$ cat config.mk
export PLATFORM = sky130hd
export DESIGN_NAME = store_data_merger
export DESIGN_NICKNAME = d
export VERILOG_FILES = /design/src/rtl/store_pkg.sv /design/src/rtl/store_lane_merge.sv /design/src/rtl/store_data_merger.sv
export SDC_FILE = /design/constraint.sdc
export NUM_CORES = 1
export LEC_CHECK = 0
export ABC_AREA = 0
export BUFFER_PORTS_ARGS = -buffer_cell sky130_fd_sc_hd__buf_4
export CAP_MARGIN = 20
export CORE_AREA = 8 8 113 136
export DETAILED_ROUTE_END_ITERATION = 6
export DIE_AREA = 0 0 121 144
export PLACE_DENSITY = 0.78
export SYNTH_ARGS = -nofsm -noshare
export SYNTH_HDL_FRONTEND = slang
export SYNTH_SLANG_ARGS = --single-unit
$ cat constraint.sdc
create_clock -name clk -period 5.32 [get_ports clk]
set_input_delay 0.798 -clock clk [delete_from_list [all_inputs] [get_ports clk]]
set_output_delay 0.798 -clock clk [all_outputs]
set_load 0.03 [all_outputs]
$ cat src/rtl/store_pkg.sv
// Shared definitions for the store data path: size encodings, controller
// states and the default memory ack timeout.
package store_pkg;

  localparam logic [1:0] SZ_BYTE = 2'd0;
  localparam logic [1:0] SZ_HALF = 2'd1;
  localparam logic [1:0] SZ_WORD = 2'd2;
  localparam logic [1:0] SZ_RSVD = 2'd3;

  localparam int TIMEOUT_DEFAULT = 16;

  typedef enum logic [1:0] {
    ST_IDLE  = 2'd0,
    ST_READ  = 2'd1,
    ST_WRITE = 2'd2,
    ST_DONE  = 2'd3
  } store_state_e;

endpackage

$ cat src/rtl/store_lane_merge.sv
// Little-endian lane merge: drops byte/half store data into the old word.
// Purely combinational so the store-forwarding path can reuse it.
module store_lane_merge
  import store_pkg::*;
(
  input  logic [31:0] i_old_word,
  input  logic [31:0] i_wdata,
  input  logic [1:0]  i_size,
  input  logic [1:0]  i_lane,
  output logic [31:0] o_merged
);

  always_comb begin
    o_merged = i_old_word;
    case (i_size)
      SZ_BYTE: o_merged[{i_lane, 3'b000} +: 8]        = i_wdata[7:0];
      SZ_HALF: o_merged[{i_lane[1], 4'b0000} +: 16]   = i_wdata[15:0];
      SZ_WORD: o_merged                               = i_wdata;
      default: o_merged                               = i_old_word;
    endcase
  end

endmodule

$ cat src/rtl/store_data_merger.sv
// Store controller: word stores write directly, byte/half stores do a
// read-modify-write; every memory access is bounded by an ack timeout.
//
// state    | meaning
// ST_IDLE  | waiting for start, busy=0
// ST_READ  | reading the containing word for a byte/half store
// ST_WRITE | writing the merged (or full) word
// ST_DONE  | one-cycle done pulse, err valid
module store_data_merger
  import store_pkg::*;
#(
  parameter int TIMEOUT = TIMEOUT_DEFAULT
) (
  input  logic        clk,
  input  logic        reset,
  input  logic        start,
  input  logic [31:0] addr,
  input  logic [31:0] wdata,
  input  logic [1:0]  size,
  output logic        busy,
  output logic        done,
  output logic        err,
  output logic        mem_req,
  output logic        mem_we,
  output logic [31:0] mem_addr,
  output logic [31:0] mem_wdata,
  input  logic [31:0] mem_rdata,
  input  logic        mem_ack
);

  localparam int CW = (TIMEOUT > 1) ? $clog2(TIMEOUT) : 1;
  localparam logic [CW-1:0] CNT_LAST = CW'(TIMEOUT - 1);

  store_state_e r_state;
  logic [CW-1:0] r_cnt;
  logic [31:0]   r_wdata;
  logic [1:0]    r_size;
  logic [1:0]    r_lane;

  logic          w_misaligned;
  logic [31:0]   w_merged;

  assign w_misaligned = (size == SZ_RSVD) ||
                        ((size == SZ_HALF) && addr[0]) ||
                        ((size == SZ_WORD) && (addr[1:0] != 2'b00));

  store_lane_merge u_merge (
    .i_old_word (mem_rdata),
    .i_wdata    (r_wdata),
    .i_size     (r_size),
    .i_lane     (r_lane),
    .o_merged   (w_merged)
  );

  always_ff @(posedge clk) begin
    if (reset) begin
      r_state   <= ST_IDLE;
      r_cnt     <= '0;
      r_wdata   <= '0;
      r_size    <= SZ_BYTE;
      r_lane    <= 2'b00;
      busy      <= 1'b0;
      done      <= 1'b0;
      err       <= 1'b0;
      mem_req   <= 1'b0;
      mem_we    <= 1'b0;
      mem_addr  <= '0;
      mem_wdata <= '0;
    end else begin
      done <= 1'b0;
      case (r_state)
        ST_IDLE: begin
          if (start) begin
            r_wdata  <= wdata;
            r_size   <= size;
            r_lane   <= addr[1:0];
            mem_addr <= {addr[31:2], 2'b00};
            r_cnt    <= '0;
            busy     <= 1'b1;
            if (w_misaligned) begin
              r_state <= ST_DONE;
              done    <= 1'b1;
              err     <= 1'b1;
            end else if (size == SZ_WORD) begin
              r_state   <= ST_WRITE;
              mem_req   <= 1'b1;
              mem_we    <= 1'b1;
              mem_wdata <= wdata;
            end else begin
              r_state <= ST_READ;
              mem_req <= 1'b1;
              mem_we  <= 1'b0;
            end
          end
        end
        ST_READ: begin
          if (mem_ack) begin
            r_state   <= ST_WRITE;
            mem_we    <= 1'b1;
            mem_wdata <= w_merged;
            r_cnt     <= '0;
          end else if (r_cnt == CNT_LAST) begin
            // read timed out: abandon without issuing the write
            r_state <= ST_DONE;
            mem_req <= 1'b0;
            mem_we  <= 1'b0;
            done    <= 1'b1;
            err     <= 1'b1;
          end else begin
            r_cnt <= r_cnt + CW'(1);
          end
        end
        ST_WRITE: begin
          if (mem_ack || (r_cnt == CNT_LAST)) begin
            r_state <= ST_DONE;
            mem_req <= 1'b0;
            mem_we  <= 1'b0;
            done    <= 1'b1;
            err     <= !mem_ack;
          end else begin
            r_cnt <= r_cnt + CW'(1);
          end
        end
        ST_DONE: begin
          r_state <= ST_IDLE;
          busy    <= 1'b0;
          err     <= 1'b0;
        end
        default: r_state <= ST_IDLE;
      endcase
    end
  end

endmodule

* Yosys cells after proc, flatten, opt, wreduce, memory -nomap -nowiden
Cells that the tools add are included.
W data, S select, Z words.
** Cells by class
- $add $sub $neg :: 3
- Equality and inequality tests :: 20
- Shift operators :: 4
- Reductions and logical operators :: 20
- Mux-type cells :: 45
** Operators by type and width (count)
- $mux W32 :: 4
- $pmux W32 S3 :: 1
- $bwmux W32 :: 2
- $pmux W32 S2 :: 1
- $shift A16 B7 Y32 const A :: 1
- $shift A8 B7 Y32 const A :: 1
- $shiftx A16 B7 Y32 :: 1
- $shiftx A8 B7 Y32 :: 1
- $mux W1 :: 20
- $ne A2 B2 Y1 const B :: 9
- $mux W4 :: 4
- $reduce_and A5 Y1 :: 3
- $neg A5 Y7 :: 2
- $mux W2 :: 6
- $pmux W4 S3 :: 1
- $eq A2 B2 Y1 const B :: 5
- $pmux W1 S3 :: 3
- $pmux W2 S4 :: 1
- $eq A2 B1 Y1 const B :: 3
- $ne A3 B3 Y1 const B :: 2
- $reduce_and A6 Y1 :: 1
- $reduce_bool A2 Y1 :: 3
- $add A4 B1 Y4 const B :: 1
- $eq A4 B4 Y1 const B :: 1
- other kinds (10) :: 15
** Word-level totals
- Output and inout bits :: 69
- Logic and storage cells :: 104
- Input port bits :: 102
- Bits in registers :: 109

* Longest topological paths before layout
- Word-level depth :: 7
- Mapped depth :: 10
- Mapped depth without buffers :: 6

* Cells and area by module
From an unflattened synthesis, not the netlist that was laid out.
** Second synthesis, totals
- Cells, all modules :: 749
- Area, all modules :: 6007.0 sq um
** By module, submodules not included
- store_data_merger :: times used 1, sequential area each 2182.1 sq um, area an instance 4590.7 sq um, cells an instance 528
- store_lane_merge :: times used 1, sequential area each 0.0 sq um, area an instance 1416.4 sq um, cells an instance 221

* Worst setup path after synthesis
Ideal clock, no wire load.
- Path type :: reg2reg
- Start point :: register r_lane[0]
- End point :: register mem_wdata[22]
- Period minus slack after synthesis :: 2.494 ns
- Required time :: 5.229 ns
- Path buffers :: 4
- Stages on the path, launching flop included :: 11
- Slack :: 2.826 ns
- Arrival :: 2.403 ns
- Setup time :: 0.091 ns
- Cell sequence :: dfxtp_1 -> clkbuf_1 -> clkbuf_1 -> inv_1 -> ha_1 -> or3b_1 -> buf_2 -> buf_6 -> o32ai_2 -> nand2_1 -> a311oi_1
** On the way
- Word-level cells in the longest chain between the ends :: 6
- Elaborated cells on any way between the ends :: 7
- Classes of those cells :: add/sub: 1; shift: 2; mux: 4
** RTL lines
- start, declared :: line store_data_merger.sv:38 : logic [1:0] r_lane;
- start signal, assigned :: line store_data_merger.sv:76 : r_lane <= addr[1:0];
- $neg A5 Y7 * :: line store_lane_merge.sv:16 : SZ_BYTE: o_merged[{i_lane, 3'b000} +: 8] = i_wdata[7:0];
- $shiftx A8 B7 Y32 or $shift A8 B7 Y32 (tied branches) :: line store_lane_merge.sv:16
- $bwmux W32 * :: line store_lane_merge.sv:16
- $pmux W32 S3 * :: line store_lane_merge.sv:15 : case (i_size)
- $mux W32 * :: line store_data_merger.sv:97 : if (mem_ack) begin
- $pmux W32 S2 * :: line store_data_merger.sv:71 : case (r_state)
- end signal, assigned :: line store_data_merger.sv:88 : mem_wdata <= wdata;
- end signal, assigned :: line store_data_merger.sv:100 : mem_wdata <= w_merged;
- end, declared :: line store_data_merger.sv:26 : output logic [31:0] mem_wdata,
Mark *: on every way between the ends. The rest lies on a longest branch, timed or not. The select of a mux whose other input is x is not followed.
A chain may end at the register's enable or synchronous reset.

* Worst setup path in the final report
- Start point :: register r_state[1]
- End point :: register mem_wdata[15]
** On the way
- Word-level cells in the longest chain between the ends :: 3
- Elaborated cells on any way between the ends :: 9
- Classes of those cells :: eq/ne: 5; mux: 1; reduce/logical: 3
** RTL lines
- start, declared :: line store_data_merger.sv:34 : store_state_e r_state;
- start signal, assigned :: line store_data_merger.sv:57 : r_state <= ST_IDLE;
- start signal, assigned :: line store_data_merger.sv:81 : r_state <= ST_DONE;
- start signal, assigned :: line store_data_merger.sv:85 : r_state <= ST_WRITE;
- $eq A2 B1 Y1 or $logic_not A2 Y1 (tied branches) :: line store_data_merger.sv:71
- $ne A2 B2 Y1 (no source line) or $reduce_bool A2 Y1 (tied branches)
- $reduce_and A5 Y1 (no source line)
Several ways; a longest one is shown, not always the timed one.

==> results by stage <==
Final layout:
- In the final layout, the multi-input gates occupy 3740 sq um.
- For this run, the share of the core covered by cells in the final layout is 59.0%.
- The total inserted antenna cells is 0.
- The number of filler cells placed in the layout is 1,260.
- The library cell used most frequently in the layout, excluding fill and tap cells, is sky130_fd_sc_hd__buf_4.
- Across the whole layout, storage elements account for 2180 sq um.
- The fraction of final layout cells with drive strength greater than 1 is 24.2%.
- The layout-stage area growth over the synthesis result is 22.7%.
- The post-route non-filler standard cell count is 1,118.
- In the layout the commonest cells are sky130_fd_sc_hd__buf_4, sky130_fd_sc_hd__nand2_1, sky130_fd_sc_hd__a21oi_1.
- The final-stage net count is 1,054.

Synthesis:
- For this run, asynchronously set or reset flops after synthesis account for 0%.
- The portion of the post-synthesis area used by sequential elements is 34.0%.
- The count of different cell masters after synthesis is 50.
- Synthesis inferred 109 register bits.
- The number of warnings printed during yosys synthesis is 0.
- In the synthesized netlist the dominant register cell turns out to be sky130_fd_sc_hd__dfxtp_1.
- The cell area after synthesis is 6420 sq um.
- The post-synthesis cell count is 831.
- The post-synthesis area per instance is 7.72 sq um.
- Counting flops with a built-in enable in the synthesized netlist gives 0.

Pwr:
- The total power draw is 4.18 mW.
- The worst-case vdd ir drop is 290 uV.
- In this run the static leakage power is 3.02 nW.
- Dividing total power by cell area gives a power density of 531 nW/um^2.

Global routing:
- The number of antenna violations at the first check in global routing is 0.
- The overall overflow remaining after global route is 0.
- The number of global-route vias before repair is 6,114.
- In the global route stage, overall resource usage came out at 22.9%.
- Entering global routing, the biggest net connects 58 pins.
- The first global-routing pass estimated 31,800 microns of wire.

Outcome:
- The flow ran to the end, and the final reports show no timing, DRC or antenna violations.

Clocking:
- The number of clock buffers added by TritonCTS is 9.
- Clock tree synthesis selected as its root buffer the cell sky130_fd_sc_hd__clkbuf_16.
- The number of hold buffers added after CTS was 0.
- The clock passes through at most 2 buffers.
- CTS built an H-tree with a depth of 3.
- The setup fix buffers added after clock tree synthesis is 0.
- TritonCTS built the clock tree.
- Clock tree synthesis found a total of 109 sinks.
- The count of instances resized after the clock tree is built is 0.
- The later pin in the worst-skew pair is clocked with a latency of 360 ps.
- Clock-pin slew was measured on the worst setup and hold paths at 70 ps.

Setup path:
- The data arrival time of the worst path is 3160 ps.
- The critical path goes through inv_1 -> ha_2 -> buf_4 -> nor2_1 -> nor2_2 -> buf_4 -> and2_1 -> buf_4 -> a311oi_1.
- The count of buffering cells on the critical path with inverters included is 4.
- The largest individual stage delay along the critical path comes from the cell sky130_fd_sc_hd__and2_1.
- The critical path is of the flip-flop to flip-flop type.
- The data required time at the worst endpoint is 5530 ps.
- The cell repeated most along the worst path is sky130_fd_sc_hd__buf_4.
- The worst-path maximum fanout is 53.
- Grouping stages by cell kind, the critical path spends the most delay in buffers and inverters.
- The worst setup path is launched from a flip-flop.
- The delay contributed by the slowest stage of the critical path is 570 ps.
- The nature of the critical path endpoint is a flip-flop.

STA:
- The normalized max-slew margin is 36.1%.
- The number of max-slew violations in the final report is 0.
- The final clock skew is 8.05 ps.
- Setup repair after global routing left no endpoint under its margin.
- The final critical delay including setup and external delays is 2950 ps.
- The worst hold-check slack is 454 ps.
- The summed negative setup slack over all endpoints is 0 ps.
- Static timing analysis puts the maximum clock frequency at 0.339 GHz.
- The number of failing hold endpoints at the final stage was 0.
- Dividing the final minimum period by the clock period gives 55.5%.
- For the pin with the worst max-slew slack, the measured transition is 958 ps.
- Setup violations remaining at the end of the flow were counted as 0.

Die:
- The die covers 17,400 sq um.
- The die width is 121 microns.
- The area inside the core boundary is 13,300 sq um.
- The top-level port count is 171.
- The initial standard-cell utilization of the core is 48.1%.
- The die is 144 microns tall.
- The initialized floorplan defines 47 standard-cell rows.

Placement:
- Once placement completed, the tool counted placed cells totaling 1,102.
- The HPWL reported at the end of detailed placement is 14,500 microns.
- The congestion estimate from routability-driven global placement came to 0.858.
- Buffers placed on the I/O ports in this run total 168.

Routing:
- The number of nets with antenna violations after routing is 0.
- The number of design-rule violations left by the first detailed-router iteration is 535.
- For this run, the detailed router's first-pass iteration total came to 5.
- The detailed-route via count is 6,587.
- After detailed routing, the number of remaining DRC violations is 0.
- The total length of routed wires is 20,500 microns.
- In the final routed layout, each cell accounts on average for 18.4 microns.
- Dividing the detail-routed via count by the number of cells gives 5.89.

Flow run:
- The number of maximum-capacitance constraint violations is 0.

Hold path:
- The path class of the lowest-slack min-delay path is flip-flop to flip-flop.
worst reg2reg max path: stages (launching register included):
cell and delay, ps:
sky130_fd_sc_hd__dfxtp_1 340, sky130_fd_sc_hd__inv_1 90, sky130_fd_sc_hd__ha_2 300, sky130_fd_sc_hd__buf_4 460, sky130_fd_sc_hd__nor2_1 120, sky130_fd_sc_hd__nor2_2 90, sky130_fd_sc_hd__buf_4 330, sky130_fd_sc_hd__and2_1 590
sky130_fd_sc_hd__buf_4 360, sky130_fd_sc_hd__a311oi_1 140
area by class of cell:
type / instances / area share (%)
flip-flops and latches: 109 / 27.7
clock buffers: 10 / 2.91
clock inverters: 6 / 0.508
repair buffers: 180 / 17.2
inverters: 32 / 1.53
multi-input cells: 610 / 47.4
well taps: 171 / 2.72
flip-flops by register name, indices dropped and copies added, names as in the netlist:
| signal | count |
|---|---|
| mem_wdata | 32 |
| r_wdata | 32 |
| mem_addr | 30 |
| r_cnt | 4 |
| r_lane | 2 |
| r_size | 2 |
| r_state | 2 |
| busy | 1 |
| done | 1 |
| err | 1 |
| mem_req | 1 |
| mem_we | 1 |
cells in the mapped netlist (2+ instances only):
master | number | area, sq um
sky130_fd_sc_hd__nand2_1 | 180 | 676
sky130_fd_sc_hd__a21oi_1 | 113 | 566
sky130_fd_sc_hd__dfxtp_1 | 109 | 2180
sky130_fd_sc_hd__clkbuf_1 | 46 | 173
sky130_fd_sc_hd__nand2b_1 | 37 | 231
sky130_fd_sc_hd__o22ai_1 | 33 | 206
sky130_fd_sc_hd__inv_1 | 32 | 120
sky130_fd_sc_hd__a311oi_1 | 31 | 272
sky130_fd_sc_hd__mux2i_1 | 25 | 250
sky130_fd_sc_hd__buf_2 | 22 | 110
sky130_fd_sc_hd__o21ai_0 | 20 | 100
sky130_fd_sc_hd__nand3b_1 | 17 | 128
sky130_fd_sc_hd__a21boi_0 | 16 | 120
sky130_fd_sc_hd__nor2_1 | 14 | 52.6
sky130_fd_sc_hd__o21a_1 | 11 | 82.6
sky130_fd_sc_hd__ha_1 | 10 | 125
sky130_fd_sc_hd__nor3b_1 | 10 | 75.1
sky130_fd_sc_hd__mux2_2 | 9 | 101
sky130_fd_sc_hd__nand3_1 | 9 | 45.0
sky130_fd_sc_hd__a221o_1 | 8 | 80.1
sky130_fd_sc_hd__nor4b_1 | 8 | 70.1
sky130_fd_sc_hd__o221a_2 | 8 | 90.1
sky130_fd_sc_hd__o221ai_1 | 8 | 70.1
sky130_fd_sc_hd__buf_6 | 7 | 78.8
sky130_fd_sc_hd__o32ai_1 | 6 | 52.6
sky130_fd_sc_hd__buf_4 | 5 | 37.5
sky130_fd_sc_hd__a311oi_2 | 4 | 60.1
sky130_fd_sc_hd__a31oi_1 | 4 | 25.0
sky130_fd_sc_hd__nor3_1 | 4 | 20.0
sky130_fd_sc_hd__nor2b_1 | 3 | 18.8
sky130_fd_sc_hd__and2_1 | 2 | 12.5
sky130_fd_sc_hd__o32ai_2 | 2 | 32.5
stage by stage:
stage          instance area [sq um]  setup WS, ps
2_1_floorplan                   6420          2830
3_3_place_gp                    7610          2190
3_5_place_dp                    7610          2130
4_1_cts                         7880          2370
5_1_grt                         7880          2130
6_report                        7880          2370
worst paths after layout:
check | start | endpoint | slack, ps | depth (start not counted)
worst max-delay path | r_state[1]$_SDFFE_PP0P_ | mem_wdata[15]$_SDFFE_PP0P_ | 2370 | 9
worst min-delay path | mem_addr[2]$_SDFFE_PP0P_ | mem_addr[2]$_SDFFE_PP0P_ | 450 | 2
worst max register to register | r_state[1]$_SDFFE_PP0P_ | mem_wdata[15]$_SDFFE_PP0P_ | 2370 | 9
worst min register to register | mem_addr[2]$_SDFFE_PP0P_ | mem_addr[2]$_SDFFE_PP0P_ | 450 | 2
report_power, final:
group	leakage, nW	internal [mW]	switching, mW
logic	2.01	0.845	1.43
clock network	0.120	0.317	0.318
registers	0.896	1.05	0.211
routing by layer:
layer  wire (microns)  vias to the layer above  GRT usage [%]
met1             7920                     3053           26.5
met2             9790                      308           37.2
met3             2050                       50           7.07
li1                 -                     3176              -
met5                0                        -              0
met4              776                        0           11.9
cells by family (layout without fill, tap and decap cells):
group / count (synthesis) / in the layout / share of synthesized area (%)
and+or+nand+nor: 293 / 293 / 22.0
buffers and inverters: 113 / 228 / 8.15
other: 1 / 2 / 0.0584
AOI/OAI and AO/OA: 271 / 271 / 28.4
adders and majority gates: 10 / 10 / 1.95
DFF: 109 / 109 / 34.0
muxes: 34 / 34 / 5.48
(Power assumes the default switching activity.)
